## config.mk

```make
export PLATFORM = sky130hd
export DESIGN_NAME = ram_loader
export DESIGN_NICKNAME = d
export VERILOG_FILES = /design/src/rtl/ram_loader.sv
export SDC_FILE = /design/constraint.sdc
export NUM_CORES = 1
export LEC_CHECK = 0
export ABC_CLOCK_PERIOD_IN_PS = 3500
export BUFFER_PORTS_ARGS = -buffer_cell sky130_fd_sc_hd__buf_2
export CAP_MARGIN = 0
export CORE_MARGIN = 4
export CORE_UTILIZATION = 47
export CTS_BUF_LIST = sky130_fd_sc_hd__clkbuf_4
export CTS_CLUSTER_SIZE = 25
export DETAILED_ROUTE_END_ITERATION = 8
export PLACE_DENSITY = 0.67
export REMOVE_ABC_BUFFERS = 1
export SETUP_SLACK_MARGIN = 0.3
export SLEW_MARGIN = 10
export SYNTH_ARGS = -nofsm -noshare
export SYNTH_HDL_FRONTEND = slang
export SYNTH_SLANG_ARGS = --single-unit
```

## constraint.sdc

```tcl
create_clock -name clk_cpu -period 3.5 [get_ports clk_cpu]
set_input_delay 0.7 -clock clk_cpu [delete_from_list [all_inputs] [get_ports clk_cpu]]
set_output_delay 0.7 -clock clk_cpu [all_outputs]
set_load 0.1 [all_outputs]
```

## src/rtl/ram_loader.sv

```systemverilog
// ram_loader: boot-time loader that takes a framed byte stream (LEN, payload,
// CHK) and writes little-endian 32-bit words into RAM starting at BASE_ADDR.
// The frame checksum is compared against the sum of the written words.
// Optional feature macro: RAM_LOADER_VERIFY_EN adds a readback pass
// (VERIFY/VWAIT) whose sum must also match CHK before done is raised.
module ram_loader #(
    parameter logic [15:0] BASE_ADDR   = 16'h0000,
    parameter int          DEPTH_WORDS = 2048
) (
    input  logic        clk_cpu,
    input  logic        resetn,
    input  logic        start,
    input  logic [7:0]  in_data,
    input  logic        in_valid,
    output logic        in_ready,
    output logic        ram_sel,
    output logic [3:0]  ram_wen,
    output logic [15:0] ram_address,
    output logic [31:0] ram_wdata,
    input  logic [31:0] ram_rdata,
    output logic        busy,
    output logic        done,
    output logic        error,
    output logic [13:0] word_count
);

    typedef enum logic [3:0] {
        S_IDLE   = 4'd0,
        S_LEN0   = 4'd1,
        S_LEN1   = 4'd2,
        S_DATA   = 4'd3,
        S_WRITE  = 4'd4,
        S_TRAIL  = 4'd5,
        S_VERIFY = 4'd6,
        S_VWAIT  = 4'd7,
        S_FIN    = 4'd8
    } state_t;

    state_t      state_q, state_d;
    logic [1:0]  byte_idx_q, byte_idx_d;
    logic [13:0] len_q, len_d;
    logic [31:0] word_q, word_d;
    logic [31:0] chk_q, chk_d;
    logic [31:0] wsum_q, wsum_d;
    logic [13:0] word_count_q, word_count_d;
    logic        done_q, done_d;
    logic        error_q, error_d;
    logic        busy_q, busy_d;
    logic        in_ready_q, in_ready_d;
    logic        ram_sel_q, ram_sel_d;
    logic [3:0]  ram_wen_q, ram_wen_d;
    logic [15:0] ram_address_q, ram_address_d;
    logic [31:0] ram_wdata_q, ram_wdata_d;

    logic        accept_s;
    logic [15:0] len_full_s;
    logic [31:0] chk_full_s;

`ifdef RAM_LOADER_VERIFY_EN
    logic [31:0] rsum_q, rsum_d;
    logic [13:0] vidx_q, vidx_d;
    logic [31:0] rsum_full_s;
    assign rsum_full_s = rsum_q + ram_rdata;
`else
    // Readback data is only consumed by the verify pass.
    logic unused_rdata_s;
    assign unused_rdata_s = ^ram_rdata;
`endif

    assign accept_s   = in_valid & in_ready_q;
    assign len_full_s = {in_data, len_q[7:0]};
    assign chk_full_s = {in_data, chk_q[23:0]};

    assign in_ready    = in_ready_q;
    assign ram_sel     = ram_sel_q;
    assign ram_wen     = ram_wen_q;
    assign ram_address = ram_address_q;
    assign ram_wdata   = ram_wdata_q;
    assign busy        = busy_q;
    assign done        = done_q;
    assign error       = error_q;
    assign word_count  = word_count_q;

    // State and datapath registers with asynchronous active-low reset.
    always_ff @(posedge clk_cpu or negedge resetn) begin
        if (!resetn) begin
            state_q       <= S_IDLE;
            byte_idx_q    <= 2'd0;
            len_q         <= 14'd0;
            word_q        <= 32'd0;
            chk_q         <= 32'd0;
            wsum_q        <= 32'd0;
            word_count_q  <= 14'd0;
            done_q        <= 1'b0;
            error_q       <= 1'b0;
            busy_q        <= 1'b0;
            in_ready_q    <= 1'b0;
            ram_sel_q     <= 1'b0;
            ram_wen_q     <= 4'h0;
            ram_address_q <= BASE_ADDR;
            ram_wdata_q   <= 32'd0;
`ifdef RAM_LOADER_VERIFY_EN
            rsum_q        <= 32'd0;
            vidx_q        <= 14'd0;
`endif
        end else begin
            state_q       <= state_d;
            byte_idx_q    <= byte_idx_d;
            len_q         <= len_d;
            word_q        <= word_d;
            chk_q         <= chk_d;
            wsum_q        <= wsum_d;
            word_count_q  <= word_count_d;
            done_q        <= done_d;
            error_q       <= error_d;
            busy_q        <= busy_d;
            in_ready_q    <= in_ready_d;
            ram_sel_q     <= ram_sel_d;
            ram_wen_q     <= ram_wen_d;
            ram_address_q <= ram_address_d;
            ram_wdata_q   <= ram_wdata_d;
`ifdef RAM_LOADER_VERIFY_EN
            rsum_q        <= rsum_d;
            vidx_q        <= vidx_d;
`endif
        end
    end

    // Next-state and datapath update: frame parsing, packing and sums.
    always_comb begin
        state_d      = state_q;
        byte_idx_d   = byte_idx_q;
        len_d        = len_q;
        word_d       = word_q;
        chk_d        = chk_q;
        wsum_d       = wsum_q;
        word_count_d = word_count_q;
        done_d       = done_q;
        error_d      = error_q;
`ifdef RAM_LOADER_VERIFY_EN
        rsum_d       = rsum_q;
        vidx_d       = vidx_q;
`endif
        case (state_q)
            S_IDLE, S_FIN: begin
                if (start) begin
                    state_d      = S_LEN0;
                    done_d       = 1'b0;
                    error_d      = 1'b0;
                    word_count_d = 14'd0;
                    byte_idx_d   = 2'd0;
                    wsum_d       = 32'd0;
`ifdef RAM_LOADER_VERIFY_EN
                    rsum_d       = 32'd0;
`endif
                end else begin
                    state_d = state_q;
                end
            end
            S_LEN0: begin
                if (accept_s) begin
                    len_d   = {6'd0, in_data};
                    state_d = S_LEN1;
                end else begin
                    state_d = S_LEN0;
                end
            end
            S_LEN1: begin
                if (accept_s) begin
                    len_d      = len_full_s[13:0];
                    byte_idx_d = 2'd0;
                    if (len_full_s > 16'(DEPTH_WORDS)) begin
                        state_d = S_FIN;
                        error_d = 1'b1;
                    end else if (len_full_s == 16'd0) begin
                        state_d = S_TRAIL;
                    end else begin
                        state_d = S_DATA;
                    end
                end else begin
                    state_d = S_LEN1;
                end
            end
            S_DATA: begin
                if (accept_s) begin
                    word_d[{byte_idx_q, 3'b000} +: 8] = in_data;
                    byte_idx_d = byte_idx_q + 2'd1;
                    if (byte_idx_q == 2'd3) begin
                        state_d = S_WRITE;
                    end else begin
                        state_d = S_DATA;
                    end
                end else begin
                    state_d = S_DATA;
                end
            end
            S_WRITE: begin
                wsum_d       = wsum_q + ram_wdata_q;
                word_count_d = word_count_q + 14'd1;
                if ((word_count_q + 14'd1) == len_q) begin
                    state_d = S_TRAIL;
                end else begin
                    state_d = S_DATA;
                end
            end
            S_TRAIL: begin
                if (accept_s) begin
                    chk_d[{byte_idx_q, 3'b000} +: 8] = in_data;
                    byte_idx_d = byte_idx_q + 2'd1;
                    if (byte_idx_q != 2'd3) begin
                        state_d = S_TRAIL;
                    end else if (chk_full_s != wsum_q) begin
                        state_d = S_FIN;
                        error_d = 1'b1;
`ifdef RAM_LOADER_VERIFY_EN
                    end else if (len_q != 14'd0) begin
                        state_d = S_VERIFY;
                        vidx_d  = 14'd0;
`endif
                    end else begin
                        state_d = S_FIN;
                        done_d  = 1'b1;
                    end
                end else begin
                    state_d = S_TRAIL;
                end
            end
`ifdef RAM_LOADER_VERIFY_EN
            S_VERIFY: begin
                // Data for the read issued last cycle arrives now.
                if (vidx_q != 14'd0) begin
                    rsum_d = rsum_full_s;
                end else begin
                    rsum_d = rsum_q;
                end
                if (vidx_q == (len_q - 14'd1)) begin
                    state_d = S_VWAIT;
                end else begin
                    vidx_d  = vidx_q + 14'd1;
                    state_d = S_VERIFY;
                end
            end
            S_VWAIT: begin
                rsum_d  = rsum_full_s;
                state_d = S_FIN;
                if (rsum_full_s == chk_q) begin
                    done_d = 1'b1;
                end else begin
                    error_d = 1'b1;
                end
            end
`endif
            default: begin
                state_d = S_IDLE;
            end
        endcase
    end

    // Registered output values derived from the state being entered.
    always_comb begin
        in_ready_d    = (state_d == S_LEN0) || (state_d == S_LEN1) ||
                        (state_d == S_DATA) || (state_d == S_TRAIL);
        busy_d        = (state_d != S_IDLE) && (state_d != S_FIN);
        ram_sel_d     = 1'b0;
        ram_wen_d     = 4'h0;
        ram_address_d = ram_address_q;
        ram_wdata_d   = ram_wdata_q;
        if (state_d == S_WRITE) begin
            ram_sel_d     = 1'b1;
            ram_wen_d     = 4'hF;
            ram_address_d = BASE_ADDR + {word_count_q, 2'b00};
            ram_wdata_d   = word_d;
`ifdef RAM_LOADER_VERIFY_EN
        end else if (state_d == S_VERIFY) begin
            ram_sel_d     = 1'b1;
            ram_wen_d     = 4'h0;
            ram_address_d = BASE_ADDR + {vidx_d, 2'b00};
`endif
        end else begin
            ram_sel_d     = 1'b0;
            ram_wen_d     = 4'h0;
        end
    end

endmodule

```

# Yosys cells after proc, flatten, opt, wreduce, memory -nomap -nowiden

Index checks and enable logic that the tools add are counted.

Bits in registers: 185
Bits of input ports: 44
Output and inout bits: 71
Logic and storage cells: 110

Add/subtract/negate cells: 4
Order comparisons: 1
Equal/unequal tests: 25
Shift-type cells: 2
Muxes and demuxes: 39
Bitwise gates (word level): 2
Reductions and logical operators: 21

Operators by type and width:

| operator                                                                          | number |
|---|---|
| 32-bit 2-to-1 mux                                                                 | 3 |
| 32-bit bitwise mux                                                                | 2 |
| 32-bit case mux with 2 select lines                                               | 1 |
| 14-bit case mux with 2 select lines                                               | 2 |
| 14-bit 2-to-1 mux                                                                 | 3 |
| 32-bit adder                                                                      | 1 |
| 32-bit != test                                                                    | 1 |
| 8-bit by 7-bit variable shift with 32-bit output, first input constant            | 1 |
| 8-bit by 7-bit variable part select with 32-bit output                            | 1 |
| 4-bit 2-to-1 mux                                                                  | 7 |
| 4-bit case mux with 6 select lines                                                | 1 |
| 2-bit != test, second input constant                                              | 9 |
| 4-bit by 2-bit == test with 1-bit output, second input constant                   | 4 |
| 4-bit by 3-bit == test with 1-bit output, second input constant                   | 4 |
| 16-bit by 12-bit greater-than comparator with 1-bit output, second input constant | 1 |
| 16-bit zero test                                                                  | 1 |
| 14-bit by 1-bit adder with 14-bit output, second input constant                   | 1 |
| 14-bit == test                                                                    | 1 |
| 1-bit 2-to-1 mux                                                                  | 10 |
| 3-bit 2-to-1 mux                                                                  | 3 |
| 4-bit by 1-bit == test with 1-bit output, second input constant                   | 2 |
| 2-bit 2-to-1 mux                                                                  | 4 |
| 5-bit negation with 7-bit output                                                  | 1 |
| 7-bit AND reduction                                                               | 1 |
| 21 further kinds                                                                  | 29 |

# Logic depth before layout (Yosys ltp)

Gate-level depths: netlist of the first run.

Depth in word-level cells: 9
Gate-level depth with buffers: 11
Depth with buffers taken out: 11

# Worst setup path after synthesis of the first run

OpenSTA, ideal clock, no wires.

Path kind: reg2reg
From: register ram_wdata_q[0] (netlist: ram_wdata[0])
To: register wsum_q[28]
Library setup time: 0.095 ns
Arrival time: 3.161 ns
Required time: 3.405 ns
Setup slack: 0.243 ns
Cell stages (with the launch flop): 12
Path buffers: 0
Period minus slack after synthesis: 3.257 ns
Path through: dfrtp_1 -> ha_1 -> fa_1 -> a21oi_1 -> nor2b_1 -> a31oi_1 -> o21ba_2 -> o311ai_1 -> a221oi_2 -> o21ai_0 -> and3_1 -> o31ai_1

Word-level cells in the longest chain between the ends: 2

Ends and longest elaborated chain:

| item                                | line | text |
|---|---|---|
| start, declared                     | 53   | `logic [31:0] ram_wdata_q, ram_wdata_d;` |
| start signal, assigned              | 121  | `ram_wdata_q <= ram_wdata_d;` |
| 32-bit adder                        | 198  | `wsum_d = wsum_q + ram_wdata_q;` |
| 32-bit case mux with 2 select lines | 144  | `case (state_q)` |
| end signal, assigned                | 112  | `wsum_q <= wsum_d;` |
| end, declared                       | 44   | `logic [31:0] wsum_q, wsum_d;` |

No other way between the ends.
A chain may end at the register's enable or synchronous reset.

# Worst setup path in the final report of the first run

Ends and elaborated chain as after synthesis.

==> results.yml, run 1 <==
logic_synthesis:
  synth_edf_count: 0
  ys_warn_count: 0
  synth_area_leader_cell: "dfrtp_1"
  synth_cell_type_count: 61
  yosys_most_used_dff: "dfrtp_1"
  syn_area_per_cell_um2: 9.75
  ys_seq_elements: 173
  async_reset_ff_share_pct: 100
  netlist_area_um2: 9160
  synth_area_leaders: "dfrtp_1 (47%), nand2_1 (6.6%), o21ai_0 (6.2%), mux2_2 (5.7%), ha_1 (5.2%)"
  synth_top_area_share_pct: 47.3
  syn_inst: 940
  yosysSeqAreaShare_pct: 47.3
worst_setup_path:
  worst_r2r_startpoint: "ram_wdata[0]"
  cp_data_arrival_time_ps: 3580
  cp_slowest_cell: "dfrtp_1"
  rr_worst_depth: 11
  crit_cells: 11
  crit_chain: "ha_1 > fa_1 > a21oi_1 > nor2b_1 > a31oi_2 > o21ba_4 > o311ai_1 > a221oi_2 > o21ai_1 > and3_1 > o31ai_1"
  start_kind: "flip-flop"
  timing.critical_path.to_type: "flip-flop"
  worstPathRequired_ps: 4020
  slowest_delay_ps: 430
  critPathBufInv: 0
  regToRegEndpoint: "wsum_q[28]"
  rrSetupSlack_ps: 440
  path_class: "flip-flop to flip-flop"
  crit_family: "compound AO/OA/AOI/OAI gates"
  cp_max_fo: 4
clocking:
  cts_tree: "yes"
  insertion_delay_ps: 600
  cts-root-buf: "clkbuf_4"
  cts_made_buffers: 17
  htree_levels: 4
  clk_pin_slew_worst_paths_ps: 150
  cts.path.max_buffers: 2
  cts.sinks: 173
global_routing:
  met1_usage_pct: 29.3
  grt.busiest_layer: "met2"
  antenna_found_initial: 1
  grt_usage_pct: 21.8
  grt_pass1_vias: 6907
  met2_usage_pct: 36.4
  grt_start_max_net_pins: 73
  gr-total-overflow: 0
  grt_pass1_wl_um: 37300
  use_met3_pct: 4.14
route:
  vias: 7135
  detail_route.iter0.violations: 475
  drc: 0
  viasPerCell: 5.55
  dr.pass1.iters: 5
  finalWirelength_um: 23200
  post_drt_wl_per_cell_um: 18.1
  final_antenna_net_count: 0
pwr:
  swShare_pct: 36.9
  p_comb_share_pct: 24.5
  max-vdd-ir-drop_uv: 276
  clkPwrFrac_pct: 24.7
  report.power.total_mw: 4.56
  p_switching_mw: 1.68
  powerDensity_nw_per_um2: 449
  p_leak_nw: 5.04
  seq_power_share_pct: 50.8
  power.internal_mw: 2.88
floorplan:
  num_rows: 50
  die_h_um: 148
  die-area_um2: 21800
  start_util_pct: 48.3
  core_um2: 19000
  io_pins: 115
  fp.dieW_um: 148
timing:
  rsz0062_at_grt: "false"
  maxSlewHeadroom_pct: 35.9
  whs_ps: 360
  drv_slew: 0
  period_needed_ps: 3060
  finalHoldViolCount: 0
  tns_ps: 0
  setup_viol_count_final: 0
  clock_skew_ps: 22.7
  fin_crit_sh_pct: 87.4
  worst_pin_slew_ps: 959
  setup_ws_ps: 442
  fmax_ghz: 0.327
outcome:
  status: "complete, no violations"
layout:
  layout.cells.non_filler: 1285
  layout_common_cells: "dfrtp_1 (173), nand2_1 (160), o21ai_0 (111)"
  final_common_cell: "dfrtp_1"
  seq_area_um2: 4330
  n_fill_cell: 1769
  post-route-cell-area_um2: 10200
  finish.utilization_pct: 53.6
  drive_gt1_share_pct: 18.8
  area.growth.synth_to_final_pct: 10.8
  multi_input_area_um2: 4620
  fin_nets: 1094
hold_path:
  hold_end: "error"
  holdCritPathClass: "input port to flip-flop"
  whs_path_depth: 2
  hold_start: "start"
place:
  dp_slack_ps: 337
  place_inst: 1250
  placed_area_um2: 9850
  hpwl_um: 16600
  gp_congestion: 0.876
  portBuffers: 80
flow_run:
  drv_cap: 0
worst max path at each step:
stage / start / to / slack (ps)
floorplan: ram_wen[2] / ram_sel / -470
global placement: ram_wdata[0] / wsum_q[28] / 400
detailed placement: ram_wdata[0] / wsum_q[28] / 340
CTS: ram_wdata[0] / wsum_q[28] / 350
global route: ram_wdata[0] / wsum_q[28] / 310
finish: ram_wdata[0] / wsum_q[28] / 440
per-layer routing:
metal	part of all wire, %	wire length [µm]
met5	0	0
met4	1.8	421
met3	4.7	1090
met2	48	11100
met1	46	10600
sequential cells by signal, indices dropped and copies added (netlist names):
name,count
busy,1
error,1
word_q,32
ram_wdata,32
ram_address,14
word_count,14
wsum_q,32
done,1
len_q,14
in_ready,1
ram_wen,1
chk_q,24
byte_idx_q,2
state_q,4
cells in the mapped netlist, types with 3 or more instances:
cell      instances
a211oi_1          6
a21o_1           19
a21oi_1          31
a221oi_1          3
a22o_1            8
a31oi_1           8
and2_1            6
and3_1           12
buf_2             5
buf_4             6
clkbuf_1         34
dfrtp_1         173
ha_1             38
inv_1            10
mux2_2           46
nand2_1         161
nand2b_1          3
nand3_1          46
nand3b_1          3
nand4_1          12
nor2_1           28
nor3_1            8
nor3b_1           6
nor4_1           10
o21ai_0         113
o21ai_1           6
o21bai_1          5
o22ai_1           5
o31ai_1           5
or2_2             3
or3_1             4
xnor2_1          36
xor2_1           43
logic make-up (layout without fill, tap and decap cells):
family          count (synthesis)  in the layout  synth area share (%)
mux                            48             48                  5.87
simple gates                  310            310                  15.8
fa+ha+maj                      39             39                  5.41
compound gates                233            233                  15.5
buf+inv                        57            140                  2.65
flops                         173            173                  47.3
xor+xnor                       79             79                  7.55
other cells                     1              3                0.0409
final cells by class:
cell class,count,share of cell area (%)
diodes,1,0.0246
clock buffers,18,1.33
clock inverters,14,1.31
inverters,10,0.370
multi-input cells,711,45.5
flip-flops and latches,173,42.6
well taps,260,3.20
repair buffers,98,5.61
repair_timing:
| item | 4_1_cts | 5_1_grt |
|---|---|---|
| resized for setup | 1 | 3 |
| setup endpoints to repair | 1 | 2 |
| pin swaps | 0 | 2 |
| hold buffers | 1 | 0 |
| endpoints found under the hold margin | 11 | 0 |
| setup buffers | 0 | 1 |
power groups by stage:
stage	clock network [mW]	registers, mW	logic [mW]
after floorplan	0	2.49	0.591
after global placement	0	2.35	1.09
after detailed placement	0	2.35	1.11
after CTS	1.16	2.31	1.11
after global routing	1.24	2.34	1.23
final	1.13	2.32	1.11
(Power assumes the default switching activity.)
==> run 2, diff against run 1 <==
- ABC_AREA: unset -> 0
- ABC_CLOCK_PERIOD_IN_PS: 3500 -> 2900
- clock period: 3.5 -> 2.9 ns (I/O delays scaled with it)
==> run 2 against run 1 <==
- critical path type unchanged
- highest routed layer unchanged
- non-clock buffer count increased by 39
- critical path depth increased by 1
- sequential power increased by 19%
- combinational power increased by 24%
- count of clock-buffer cells in the layout increased by 1
- hold slack got worse by 90 ps
==> results.yml, run 2 (synthesis results as in run 1) <==
timing:
  finalHoldViolCount: 0
  period_needed_ps: 2810
  setup_viol_count_final: 0
  fin_crit_sh_pct: 96.8
  rsz0062_at_grt: "true"
  maxSlewHeadroom_pct: 34.2
  tns_ps: 0
  fmax_ghz: 0.356
  drv_slew: 0
  worst_pin_slew_ps: 985
  clock_skew_ps: 20.4
clocking:
  cts.sinks: 173
  cts-root-buf: "clkbuf_4"
  insertion_delay_ps: 590
  cts_tree: "yes"
  cts_made_buffers: 17
  cts.path.max_buffers: 2
  htree_levels: 4
  clk_pin_slew_worst_paths_ps: 150
place:
  hpwl_um: 16700
  gp_congestion: 0.910
  portBuffers: 80
floorplan:
  die_h_um: 148
  io_pins: 115
  fp.dieW_um: 148
  num_rows: 50
  core_um2: 19000
  die-area_um2: 21800
  start_util_pct: 48.3
layout:
  area.growth.synth_to_final_pct: 17.0
  fin_nets: 1133
  drive_gt1_share_pct: 25.1
  layout_common_cells: "dfrtp_1 (168), nand2_1 (160), o21ai_0 (106)"
  n_fill_cell: 1701
  final_common_cell: "dfrtp_1"
  finish.utilization_pct: 56.5
route:
  dr.pass1.iters: 5
  final_antenna_net_count: 0
  detail_route.iter0.violations: 474
  finalWirelength_um: 24200
  viasPerCell: 5.64
  drc: 0
  vias: 7471
  post_drt_wl_per_cell_um: 18.3
global_routing:
  grt.busiest_layer: "met2"
  use_met3_pct: 3.53
  grt_pass1_vias: 7140
  gr-total-overflow: 0
  grt_usage_pct: 22.2
  grt_start_max_net_pins: 74
  met1_usage_pct: 29.6
  grt_pass1_wl_um: 38300
  antenna_found_initial: 1
  met2_usage_pct: 36.5
worst_setup_path:
  path_class: "flip-flop to flip-flop"
  cp_max_fo: 3
  worstPathRequired_ps: 3410
  start_kind: "flip-flop"
  cp_data_arrival_time_ps: 3320
  timing.critical_path.to_type: "flip-flop"
hold_path:
  holdCritPathClass: "input port to flip-flop"
flow_run:
  drv_cap: 0
pwr:
  p_leak_nw: 5.23
  max-vdd-ir-drop_uv: 253
  powerDensity_nw_per_um2: 503
outcome:
  status: "complete, no violations"
[run 2: power by group]
| group | internal, mW | total [mW] | switching [mW] |
|---|---|---|---|
| Clock | 0.357 | 1.23 | 0.872 |
| Combinational | 0.423 | 1.38 | 0.962 |
| Sequential | 2.61 | 2.77 | 0.167 |
[run 2: repair_timing]
action | 4_1_cts | 5_1_grt
hold buffers | 1 | 0
endpoints found under the setup margin | 11 | 18
pin swaps | 10 | 21
resized for setup | 20 | 42
buffers inserted | 7 | 11
hold endpoints to repair | 44 | 0
[run 2: cell type report]
type,count,area [µm²],area share (%)
Multi-Input combinational cell,711,4890,45.6
Sequential cell,173,4340,40.4
Timing Repair Buffer,137,895,8.35
Tap cell,260,325,3.03
Clock buffer,19,143,1.33
Clock inverter,13,92.6,0.864
Inverter,10,37.5,0.350
Antenna cell,2,5.00,0.0467
[run 2: critical path: stages, from the launching register on]
cell,delay (ps)
dfrtp_1,420
ha_2,210
fa_2,350
a21oi_2,140
nor2b_1,70
a31oi_1,200
buf_4,170
o21ba_4,170
o311ai_4,120
a221oi_2,380
o21ai_1,120
and3_1,200
o31ai_2,190
[run 2: per-stage QoR]
stage          cell area, µm²  setup slack (ps)  instances  total power [mW]  hold WS, ps
2_1_floorplan            8960              -945        894              3.71          284
3_3_place_gp            10000             -34.7       1272              4.17          467
6_report                10700              93.1       1325              5.39          270
3_5_place_dp            10000              -176       1272              4.19          473
5_1_grt                 10700             -36.5       1325              5.70          246
4_1_cts                 10400               129       1312              5.43          230
[run 2: worst paths after layout]
kind | startpoint | end | slack [ps] | depth (start not counted)
worst max-delay path | ram_wdata[0] | wsum_q[28] | 90 | 12
worst min-delay path | start | error | 270 | 2
worst max register to register | ram_wdata[0] | wsum_q[28] | 90 | 12
worst min register to register | word_q[29] | word_q[29] | 500 | 2
max in group asynchronous | resetn | ram_wdata[10] | 1680 | 3
min in group asynchronous | resetn | word_count[4] | 490 | 2
[run 2: layer usage]
| layer | vias up | share of wire [%] |
|---|---|---|
| met4 | 0 | 2.9 |
| met5 | - | 0 |
| met1 | 3675 | 44 |
| met3 | 51 | 4.9 |
| met2 | 183 | 48 |
| li1 | 3562 | - |
